### src/rtl/uart_tx_mmio.sv
// Memory-mapped 8N1 UART transmitter with a store FIFO and a programmable baud divisor.
// Define UART_TX_PARITY_EN to add an even-parity bit between the data bits and the stop bit.
module uart_tx_mmio #(
    parameter logic [31:0] BASE_ADDR     = 32'h80000010,
    parameter int          FIFO_DEPTH    = 8,
    parameter logic [15:0] DIVISOR_RESET = 16'd217
) (
    input  logic        clk,
    input  logic        reset,
    input  logic [31:0] mem_address_in,
    input  logic [31:0] mem_wdata_in,
    input  logic        mem_wenable_in,
    output logic [31:0] mem_rdata_out,
    output logic        tx,
    output logic        irq_empty
);

    localparam int PTR_W = (FIFO_DEPTH > 1) ? $clog2(FIFO_DEPTH) : 1;
    localparam int CNT_W = PTR_W + 1;

    localparam logic [29:0] DATA_WORD   = BASE_ADDR[31:2];
    localparam logic [29:0] STATUS_WORD = BASE_ADDR[31:2] + 30'd1;
    localparam logic [29:0] DIV_WORD    = BASE_ADDR[31:2] + 30'd2;

`ifdef UART_TX_PARITY_EN
    localparam logic PARITY_EN = 1'b1;
`else
    localparam logic PARITY_EN = 1'b0;
`endif

    typedef enum logic [2:0] {
        S_IDLE,
        S_START,
        S_DATA,
        S_PARITY,
        S_STOP
    } state_t;

    state_t             state;
    logic [7:0]         fifo_mem [FIFO_DEPTH];
    logic [PTR_W-1:0]   wr_ptr;
    logic [PTR_W-1:0]   rd_ptr;
    logic [CNT_W-1:0]   count;
    logic               overflow;
    logic [15:0]        divisor;
    logic [15:0]        eff_div;
    logic [15:0]        baud_div;
    logic [15:0]        baud_cnt;
    logic [7:0]         shift_reg;
    logic [2:0]         bit_idx;
`ifdef UART_TX_PARITY_EN
    logic               parity_bit;
`endif

    logic hit_data;
    logic hit_status;
    logic hit_div;
    logic full;
    logic empty;
    logic busy;
    logic push_req;
    logic push;
    logic pop;
    logic unused_bits;

    assign hit_data   = (mem_address_in[31:2] == DATA_WORD);
    assign hit_status = (mem_address_in[31:2] == STATUS_WORD);
    assign hit_div    = (mem_address_in[31:2] == DIV_WORD);

    assign full  = (count == CNT_W'(FIFO_DEPTH));
    assign empty = (count == '0);
    assign busy  = (state != S_IDLE);

    // A store to DATA while full is dropped even if the transmitter pops in the same cycle.
    assign push_req = mem_wenable_in && hit_data;
    assign push     = push_req && !full;
    assign pop      = (state == S_IDLE) && !empty;

    assign eff_div   = (divisor == 16'd0) ? 16'd1 : divisor;
    assign irq_empty = empty && (state == S_IDLE);

    assign unused_bits = ^{mem_wdata_in[31:16], mem_address_in[1:0]};

    always_comb begin
        mem_rdata_out = 32'd0;
        if (hit_status) begin
            mem_rdata_out = {19'd0, 5'(count), 3'd0, PARITY_EN, overflow, empty, full, busy};
        end else if (hit_div) begin
            mem_rdata_out = {16'd0, divisor};
        end
    end

    always_ff @(posedge clk) begin
        if (push) begin
            fifo_mem[wr_ptr] <= mem_wdata_in[7:0];
        end
    end

    always_ff @(posedge clk or posedge reset) begin
        if (reset) begin
            wr_ptr   <= '0;
            rd_ptr   <= '0;
            count    <= '0;
            overflow <= 1'b0;
            divisor  <= DIVISOR_RESET;
        end else begin
            if (push) begin
                wr_ptr <= wr_ptr + 1'b1;
            end
            if (pop) begin
                rd_ptr <= rd_ptr + 1'b1;
            end
            case ({push, pop})
                2'b10:   count <= count + 1'b1;
                2'b01:   count <= count - 1'b1;
                default: count <= count;
            endcase
            if (push_req && full) begin
                overflow <= 1'b1;
            end else if (mem_wenable_in && hit_status && mem_wdata_in[3]) begin
                overflow <= 1'b0;
            end
            if (mem_wenable_in && hit_div) begin
                divisor <= mem_wdata_in[15:0];
            end
        end
    end

    // Every phase (start, each data bit, parity, stop) lasts baud_div cycles; the divisor is
    // captured when a byte is popped so mid-frame DIVISOR writes only affect later frames.
    always_ff @(posedge clk or posedge reset) begin
        if (reset) begin
            state      <= S_IDLE;
            tx         <= 1'b1;
            shift_reg  <= 8'd0;
            bit_idx    <= 3'd0;
            baud_div   <= 16'd1;
            baud_cnt   <= 16'd0;
`ifdef UART_TX_PARITY_EN
            parity_bit <= 1'b0;
`endif
        end else begin
            case (state)
                S_IDLE: begin
                    tx <= 1'b1;
                    if (pop) begin
                        shift_reg  <= fifo_mem[rd_ptr];
`ifdef UART_TX_PARITY_EN
                        parity_bit <= ^fifo_mem[rd_ptr];
`endif
                        baud_div   <= eff_div;
                        baud_cnt   <= eff_div - 16'd1;
                        bit_idx    <= 3'd0;
                        tx         <= 1'b0;
                        state      <= S_START;
                    end
                end
                S_START: begin
                    if (baud_cnt == 16'd0) begin
                        baud_cnt <= baud_div - 16'd1;
                        tx       <= shift_reg[0];
                        state    <= S_DATA;
                    end else begin
                        baud_cnt <= baud_cnt - 16'd1;
                    end
                end
                S_DATA: begin
                    if (baud_cnt == 16'd0) begin
                        baud_cnt <= baud_div - 16'd1;
                        if (bit_idx == 3'd7) begin
`ifdef UART_TX_PARITY_EN
                            tx    <= parity_bit;
                            state <= S_PARITY;
`else
                            tx    <= 1'b1;
                            state <= S_STOP;
`endif
                        end else begin
                            shift_reg <= {1'b0, shift_reg[7:1]};
                            tx        <= shift_reg[1];
                            bit_idx   <= bit_idx + 3'd1;
                        end
                    end else begin
                        baud_cnt <= baud_cnt - 16'd1;
                    end
                end
`ifdef UART_TX_PARITY_EN
                S_PARITY: begin
                    if (baud_cnt == 16'd0) begin
                        baud_cnt <= baud_div - 16'd1;
                        tx       <= 1'b1;
                        state    <= S_STOP;
                    end else begin
                        baud_cnt <= baud_cnt - 16'd1;
                    end
                end
`endif
                S_STOP: begin
                    tx <= 1'b1;
                    if (baud_cnt == 16'd0) begin
                        state <= S_IDLE;
                    end else begin
                        baud_cnt <= baud_cnt - 16'd1;
                    end
                end
                default: begin
                    tx    <= 1'b1;
                    state <= S_IDLE;
                end
            endcase
        end
    end

endmodule

### config.mk
export PLATFORM = sky130hd
export DESIGN_NAME = uart_tx_mmio
export DESIGN_NICKNAME = d
export VERILOG_FILES = /design/src/rtl/uart_tx_mmio.sv
export SDC_FILE = /design/constraint.sdc
export NUM_CORES = 1
export LEC_CHECK = 0
export ABC_AREA = 1
export ABC_CLOCK_PERIOD_IN_PS = 2300
export BUFFER_PORTS_ARGS = -buffer_cell sky130_fd_sc_hd__buf_4
export CAP_MARGIN = 20
export CORE_ASPECT_RATIO = 1.4
export CORE_MARGIN = 5
export CORE_UTILIZATION = 50
export CTS_CLUSTER_DIAMETER = 30
export DETAILED_ROUTE_END_ITERATION = 8
export GPL_ROUTABILITY_DRIVEN = 0
export GPL_TIMING_DRIVEN = 0
export PLACE_DENSITY = 0.76
export SYNTH_ARGS = -nofsm -noshare
export SYNTH_HDL_FRONTEND = slang
export SYNTH_SLANG_ARGS = --single-unit
### constraint.sdc
create_clock -name clk -period 2.3 [get_ports clk]
set_input_delay 0.23 -clock clk [delete_from_list [all_inputs] [get_ports clk]]
set_output_delay 0.23 -clock clk [all_outputs]
set_load 0.02 [all_outputs]
==> qor.yml, run 1 <==
grt.met2_usage_pct: 42.1
power_switching_w: 0.00135
met3_usage_pct: 5.14
stdcell_area_um2: 9130
drc: 0
root_buffer: "clkbuf_16"
synthTopCellsByArea: "edfxtp_1 (26%), dfrtp_1 (22%), nand2_1 (10%)"
period_share_pct: 97.2
finalCriticalPeriod_ns: 2.24
die_w_um: 114
combPwrFrac_pct: 3.3
grt.overflow.total: 0
grt_max_degree: 69
r2r_end: "baud_cnt[10]$_DFFE_PP0P_"
slew-limit-headroom_pct: 49.5
grt_use_total_pct: 23.7
cts_sinks: 138
initial_core_util_pct: 50.3
place_hpwl_mm: 14.6
regToRegSetupSlack_ns: 0.06
first_pass_iters: 5
synthTopCellsByCount: "nand2_1 (205), nor2_1 (166), o21ai_0 (104)"
diodes: 0
grt_pass1_vias: 6645
ir_drop_mv: 0.587
hp-start: "mem_wdata_in[13]"
crit_top_cell: "nand2_1"
cts_tree: "yes"
avgSynthCellArea_um2: 8.06
postSynth.asyncResetShare_pct: 53.6
crit_path_start: "divisor[4]$_DFFE_PP1P_"
cp.depth: 15
largest_reg_flops: 64
ys_seq_elements: 138
ios: 101
busiest_layer: "met2"
drive_gt1_share_pct: 17.2
yosysTopAreaCellShare_pct: 25.6
slowest_delay_ns: 0.58
crit_path_end_kind: "register"
yosysMostFrequentCell: "nand2_1"
synth_top_area_cell: "edfxtp_1"
reg2reg_from: "divisor[4]$_DFFE_PP1P_"
grt_antenna_before_repair: 0
wl_per_cell_um: 16.1
drt_iter0_markers: 490
nets: 1122
vias: 6732
setup_ws_ns: 0.0645
p_leak_nw: 3.93
use_met1_pct: 27.7
ff2ff_path_depth: 15
pwr-share-seq_pct: 46.2
crit_family: "simple AND/OR/NAND/NOR gates"
clk_pin_slew_ns: 0.07
syn_inst: 931
switching_share_pct: 24.2
intPower_w: 0.00424
status: "completed"
clock_latency_ns: 0.43
ant_nets: 0
cts_buffers: 17
fp.dieArea_um2: 17600
tightest_slew_ns: 0.755
ys.warnings.count: 0
critPathKind: "reg2reg"
required_ns: 2.65
report.final.slew_viol_count: 0
cp_num_buf_inv: 2
rsz0062_at_grt: "false"
synthDistinctLibCells: 43
totalWireLength_mm: 20.1
vias_per_cell: 5.39
io_buffers: 66
critical_path.cell_chain: "nor2_2, nand2_1, nor2_2, nand2_2, nand2_2, inv_2, ha_2, nand2_1, inv_2, nand4_1, a21oi_1, o21ai_1, nand3_1, nand2_1, o21ai_0"
critPathSlowestCell: "dfstp_2"
clock.fmax_ghz: 0.447
fp.coreArea_um2: 14900
fin_skew_ns: 0.00703
cp_max_fo: 5
synth_edf_count: 64
die_h_um: 155
hold_path.class: "in2reg"
cp-start-kind: "register"
hold_end: "divisor[13]$_DFFE_PP0P_"
regMostFlops: "fifo_mem"
cts_buffer_depth: 2
syn_area_um2: 7510
cp.arrival_ns: 2.59
post-place-ws_ns: -0.458
hold_viol: 0
grt_pass1_wl_mm: 33.0
finalSetupViolCount: 0
ys_seq_area_share_pct: 50.4
place_area_um2: 8330
row_count: 53
p_per_area_nw_per_um2: 612
htree_levels: 4
ys.flop_type: "dfrtp_1"
max_cap_viol_count: 0
area_delta_synth_final_pct: 21.6
p_clk_share_pct: 50.5
min_path_cells: 3
[final cells by class]
type	count	area, um2
plain buffers	37	219
clock buffers	17	425
clock inverters	15	195
fillers	1298	5790
inverters	88	337
multi-input cells	683	3310
flip-flops and latches	138	3790
well taps	192	240
repair buffers	79	618
[cell families (layout without fill, tap and decap cells)]
| logic type | Yosys count | in the layout | share of synthesized area [%] |
|---|---|---|---|
| simple gates | 466 | 466 | 26.0 |
| xor+xnor | 19 | 19 | 2.22 |
| buf+inv | 125 | 236 | 7.32 |
| flops | 138 | 138 | 50.4 |
| fa+ha+maj | 11 | 11 | 1.83 |
| compound gates | 171 | 171 | 12.2 |
| other cells | 1 | 16 | 0.0499 |
[worst max-delay path by stage]
stage	end	slack [ns]
2_1_floorplan	count[2]$_DFFE_PP0P_	0.08
3_3_place_gp	count[2]$_DFFE_PP0P_	-0.84
3_5_place_dp	count[2]$_DFFE_PP0P_	-0.46
4_1_cts	baud_cnt[10]$_DFFE_PP0P_	0.008
5_1_grt	count[2]$_DFFE_PP0P_	0.002
6_report	baud_cnt[10]$_DFFE_PP0P_	0.06
[per-layer routing]
metal,wire [um],up-vias
li1,-,3303
met1,7800,3156
met2,10500,228
met3,1120,45
met4,626,0
met5,0,-
[worst reg2reg max path: cells and delay by family, from the launching register on]
| kind | cells | cell delay, ns |
|---|---|---|
| flip-flops | 1 | 0.58 |
| AO/OA/AOI/OAI | 3 | 0.37 |
| AND/OR/NAND/NOR | 9 | 0.82 |
| buffers and inverters | 2 | 0.19 |
| adder cells (fa/ha/maj) | 1 | 0.19 |
[power groups by stage]
stage | registers, W | clock network [W] | logic (W)
finish | 0.00258 | 0.00282 | 0.000183
floorplan | 0.00263 | 0 | 0.0000760
detailed placement | 0.00263 | 0 | 0.000180
global route | 0.00258 | 0.00297 | 0.000202
CTS | 0.00258 | 0.00286 | 0.000184
global placement | 0.00263 | 0 | 0.000170
[layout by cell type, fill, tap and decap left out, types with 3 or more instances in the layout]
master     instances
inv_6              4
a21oi_1           24
clkbuf_1          14
dfstp_2            7
dfrtp_1           64
xnor2_1            8
nor4_1             3
nand2_1          203
nand3_2            4
buf_4             92
ha_1               9
buf_2              4
o22ai_1           23
edfxtp_1          64
o21ai_0          103
conb_1            16
nand4_1            8
clkinv_8           4
nor2_2            12
inv_1             79
o21ai_1           10
nor2_1           157
dfrtp_2            3
clkbuf_16         17
inv_2              6
nand3_1           57
nand2_2            3
nor3_1             7
xor2_1            10
inv_8              5
[what timing repair did]
item,4_1_cts,5_1_grt
pin swaps,2,3
resized for setup,10,18
setup buffers,2,8
endpoints found under the hold margin,68,0
hold buffers,2,0
setup endpoints to repair,9,35
[stage by stage]
step / TNS (ns) / std cells / hold WS [ns] / total power, W / utilization (%)
2_1_floorplan: 0 / 946 / 0.329 / 0.00271 / -
5_1_grt: 0 / 1249 / 0.00934 / 0.00576 / 61.2
3_3_place_gp: -73.99 / 1204 / 0.438 / 0.00280 / 55.6
3_5_place_dp: -19.78 / 1205 / 0.135 / 0.00281 / 55.8
6_report: 0 / 1249 / 0.0100 / 0.00559 / 61.2
4_1_cts: 0 / 1241 / 0.000266 / 0.00562 / 60.5
No activity file was read; power rests on OpenSTA's default activity.
==> run 2: changes to the inputs <==
CTS_BUF_LIST = sky130_fd_sc_hd__clkbuf_8   (was not set)
==> run 2 against run 1 <==
Compared with the run above: clock power decreased by 25%; routed wire length up 0.18%; final cell count is 0.96% higher; worst hold slack improved by 0.024 ns; register-to-register slack better by 0.03 ns; fmax up 1.5%; setup slack improved by 0.033 ns; critical path depth is the same; total power decreased by 13%; highest routed layer unchanged.
==> qor.yml, run 2 (same netlist as run 1, synthesis figures left out) <==
hold_path.class: "in2reg"
cts_tree: "yes"
die_w_um: 114
grt_pass1_vias: 6738
largest_reg_flops: 64
stdcell_area_um2: 9070
vias: 6822
drive_gt1_share_pct: 17.3
nets: 1134
ios: 101
crit_family: "simple AND/OR/NAND/NOR gates"
grt_use_total_pct: 23.5
grt_antenna_before_repair: 0
tns_ns: 0
period_share_pct: 95.8
cp.arrival_ns: 2.59
slew-limit-headroom_pct: 47.0
io_buffers: 66
place_hpwl_mm: 14.6
status: "completed"
p_leak_nw: 3.90
row_count: 53
rsz0062_at_grt: "true"
tightest_slew_ns: 0.792
p_per_area_nw_per_um2: 538
critical_path.cell_chain: "nor2_2, nand2_1, nor2_2, nand2_2, nand2_4, inv_2, ha_2, nand2_1, inv_2, nand4_1, a21oi_1, o21ai_1, nand3_1, nand2_1, o21ai_0"
regMostFlops: "fifo_mem"
hp-start: "mem_wdata_in[4]"
register_area_um2: 3780
crit_path_start: "divisor[4]$_DFFE_PP1P_"
drc: 0
cp_max_fo: 6
fp.dieArea_um2: 17600
wl_per_cell_um: 15.9
diodes: 0
place_area_um2: 8330
clk_pin_slew_ns: 0.09
finalCriticalPeriod_ns: 2.20
mostFrequentLayoutCell: "nand2_1"
area_delta_synth_final_pct: 20.8
initial_core_util_pct: 50.3
slowest_delay_ns: 0.58
die_h_um: 155
ir_drop_mv: 0.655
report.final.slew_viol_count: 0
fin_skew_ns: 0.0152
critPathKind: "reg2reg"
final_cell_mix: "nand2_1 (203), nor2_1 (159), o21ai_0 (103)"
clock.fmax_ghz: 0.454
p_total_w: 0.00488
crit_path_end_kind: "register"
clock_latency_ns: 0.46
finalSetupViolCount: 0
cp_num_buf_inv: 2
multi_input_area_um2: 3340
stdcell_count: 1261
cp-start-kind: "register"
dp_cells: 1205
root_buffer: "clkbuf_8"
cts_buffers: 17
grt_max_degree: 69
cts_sinks: 138
totalWireLength_mm: 20.1
htree_levels: 4
crit_top_cell: "nand2_1"
critPathSlowestCell: "dfstp_2"
first_pass_iters: 7
drt_iter0_markers: 506
hold_viol: 0
fp.coreArea_um2: 14900
ant_nets: 0
vias_per_cell: 5.41
grt.overflow.total: 0
reg2reg_from: "divisor[4]$_DFFE_PP1P_"
nFillCells: 1310
grt_pass1_wl_mm: 32.8
cts_buffer_depth: 2
required_ns: 2.69
max_cap_viol_count: 0
==> run 2: changes by cell type in the layout (fill, tap and decap cells not counted), sizes merged <==
cell	previous run	this run
dlygate4sd3	2	10
buf	100	104
==> run 2: worst paths after layout <==
kind,slack [ns],cells after the start,endpoint
setup / recovery,0.1,15,baud_cnt[10]$_DFFE_PP0P_
hold / removal,0.03,1,fifo_mem[4][4]$_DFFE_PP_
setup reg to reg,0.1,15,baud_cnt[10]$_DFFE_PP0P_
hold reg to reg,0.50,2,bit_idx[2]$_DFFE_PP0P_
max in group asynchronous,1.48,4,divisor[7]$_DFFE_PP1P_
min in group asynchronous,0.21,3,shift_reg[7]$_DFFE_PP0P_
==> run 2: metal layers <==
| metal | track usage (%) | wire, um | vias to the layer above | part of all wire, % |
|---|---|---|---|---|
| met5 | 0 | 0 | - | 0 |
| met2 | 42.3 | 10600 | 247 | 53 |
| met3 | 4.44 | 1140 | 47 | 5.7 |
| met1 | 27.3 | 7800 | 3210 | 39 |
| met4 | 9.39 | 587 | 0 | 2.9 |
| li1 | - | - | 3318 | - |
==> run 2: repair_timing <==
| item | 4_1_cts | 5_1_grt |
|---|---|---|
| pin swaps | 2 | 3 |
| endpoints found under the hold margin | 83 | 0 |
| setup buffers | 2 | 12 |
| gates cloned | 0 | 0 |
| gates resized for setup | 10 | 20 |
| setup endpoints to repair | 9 | 48 |
| hold buffers | 10 | 0 |
==> run 2: area by class of cell <==
class                   count  area share, %
plain buffers              37           2.41
clock buffers              17           2.58
clock inverters            15           2.15
inverters                  88           3.71
multi-input cells         683           36.8
flip-flops and latches    138           41.7
well taps                 192           2.65
repair buffers             91           8.03
==> run 2: stage by stage <==
step / hold slack, ns / worst slack (ns) / util [%]
finish: 0.0342 / 0.0973 / 60.8
CTS: 0.0146 / 0.0142 / 59.7
detailed placement: 0.135 / -0.458 / 55.8
floorplan: 0.329 / 0.0829 / -
global route: 0.00808 / -0.0159 / 60.8
global placement: 0.438 / -0.838 / 55.6
==> run 2: power by group <==
group,total [W],internal (W),switching [W]
Sequential,0.00258,0.00258,0.000000000742
Clock,0.00211,0.000939,0.00117
Combinational,0.000195,0.0000916,0.000103
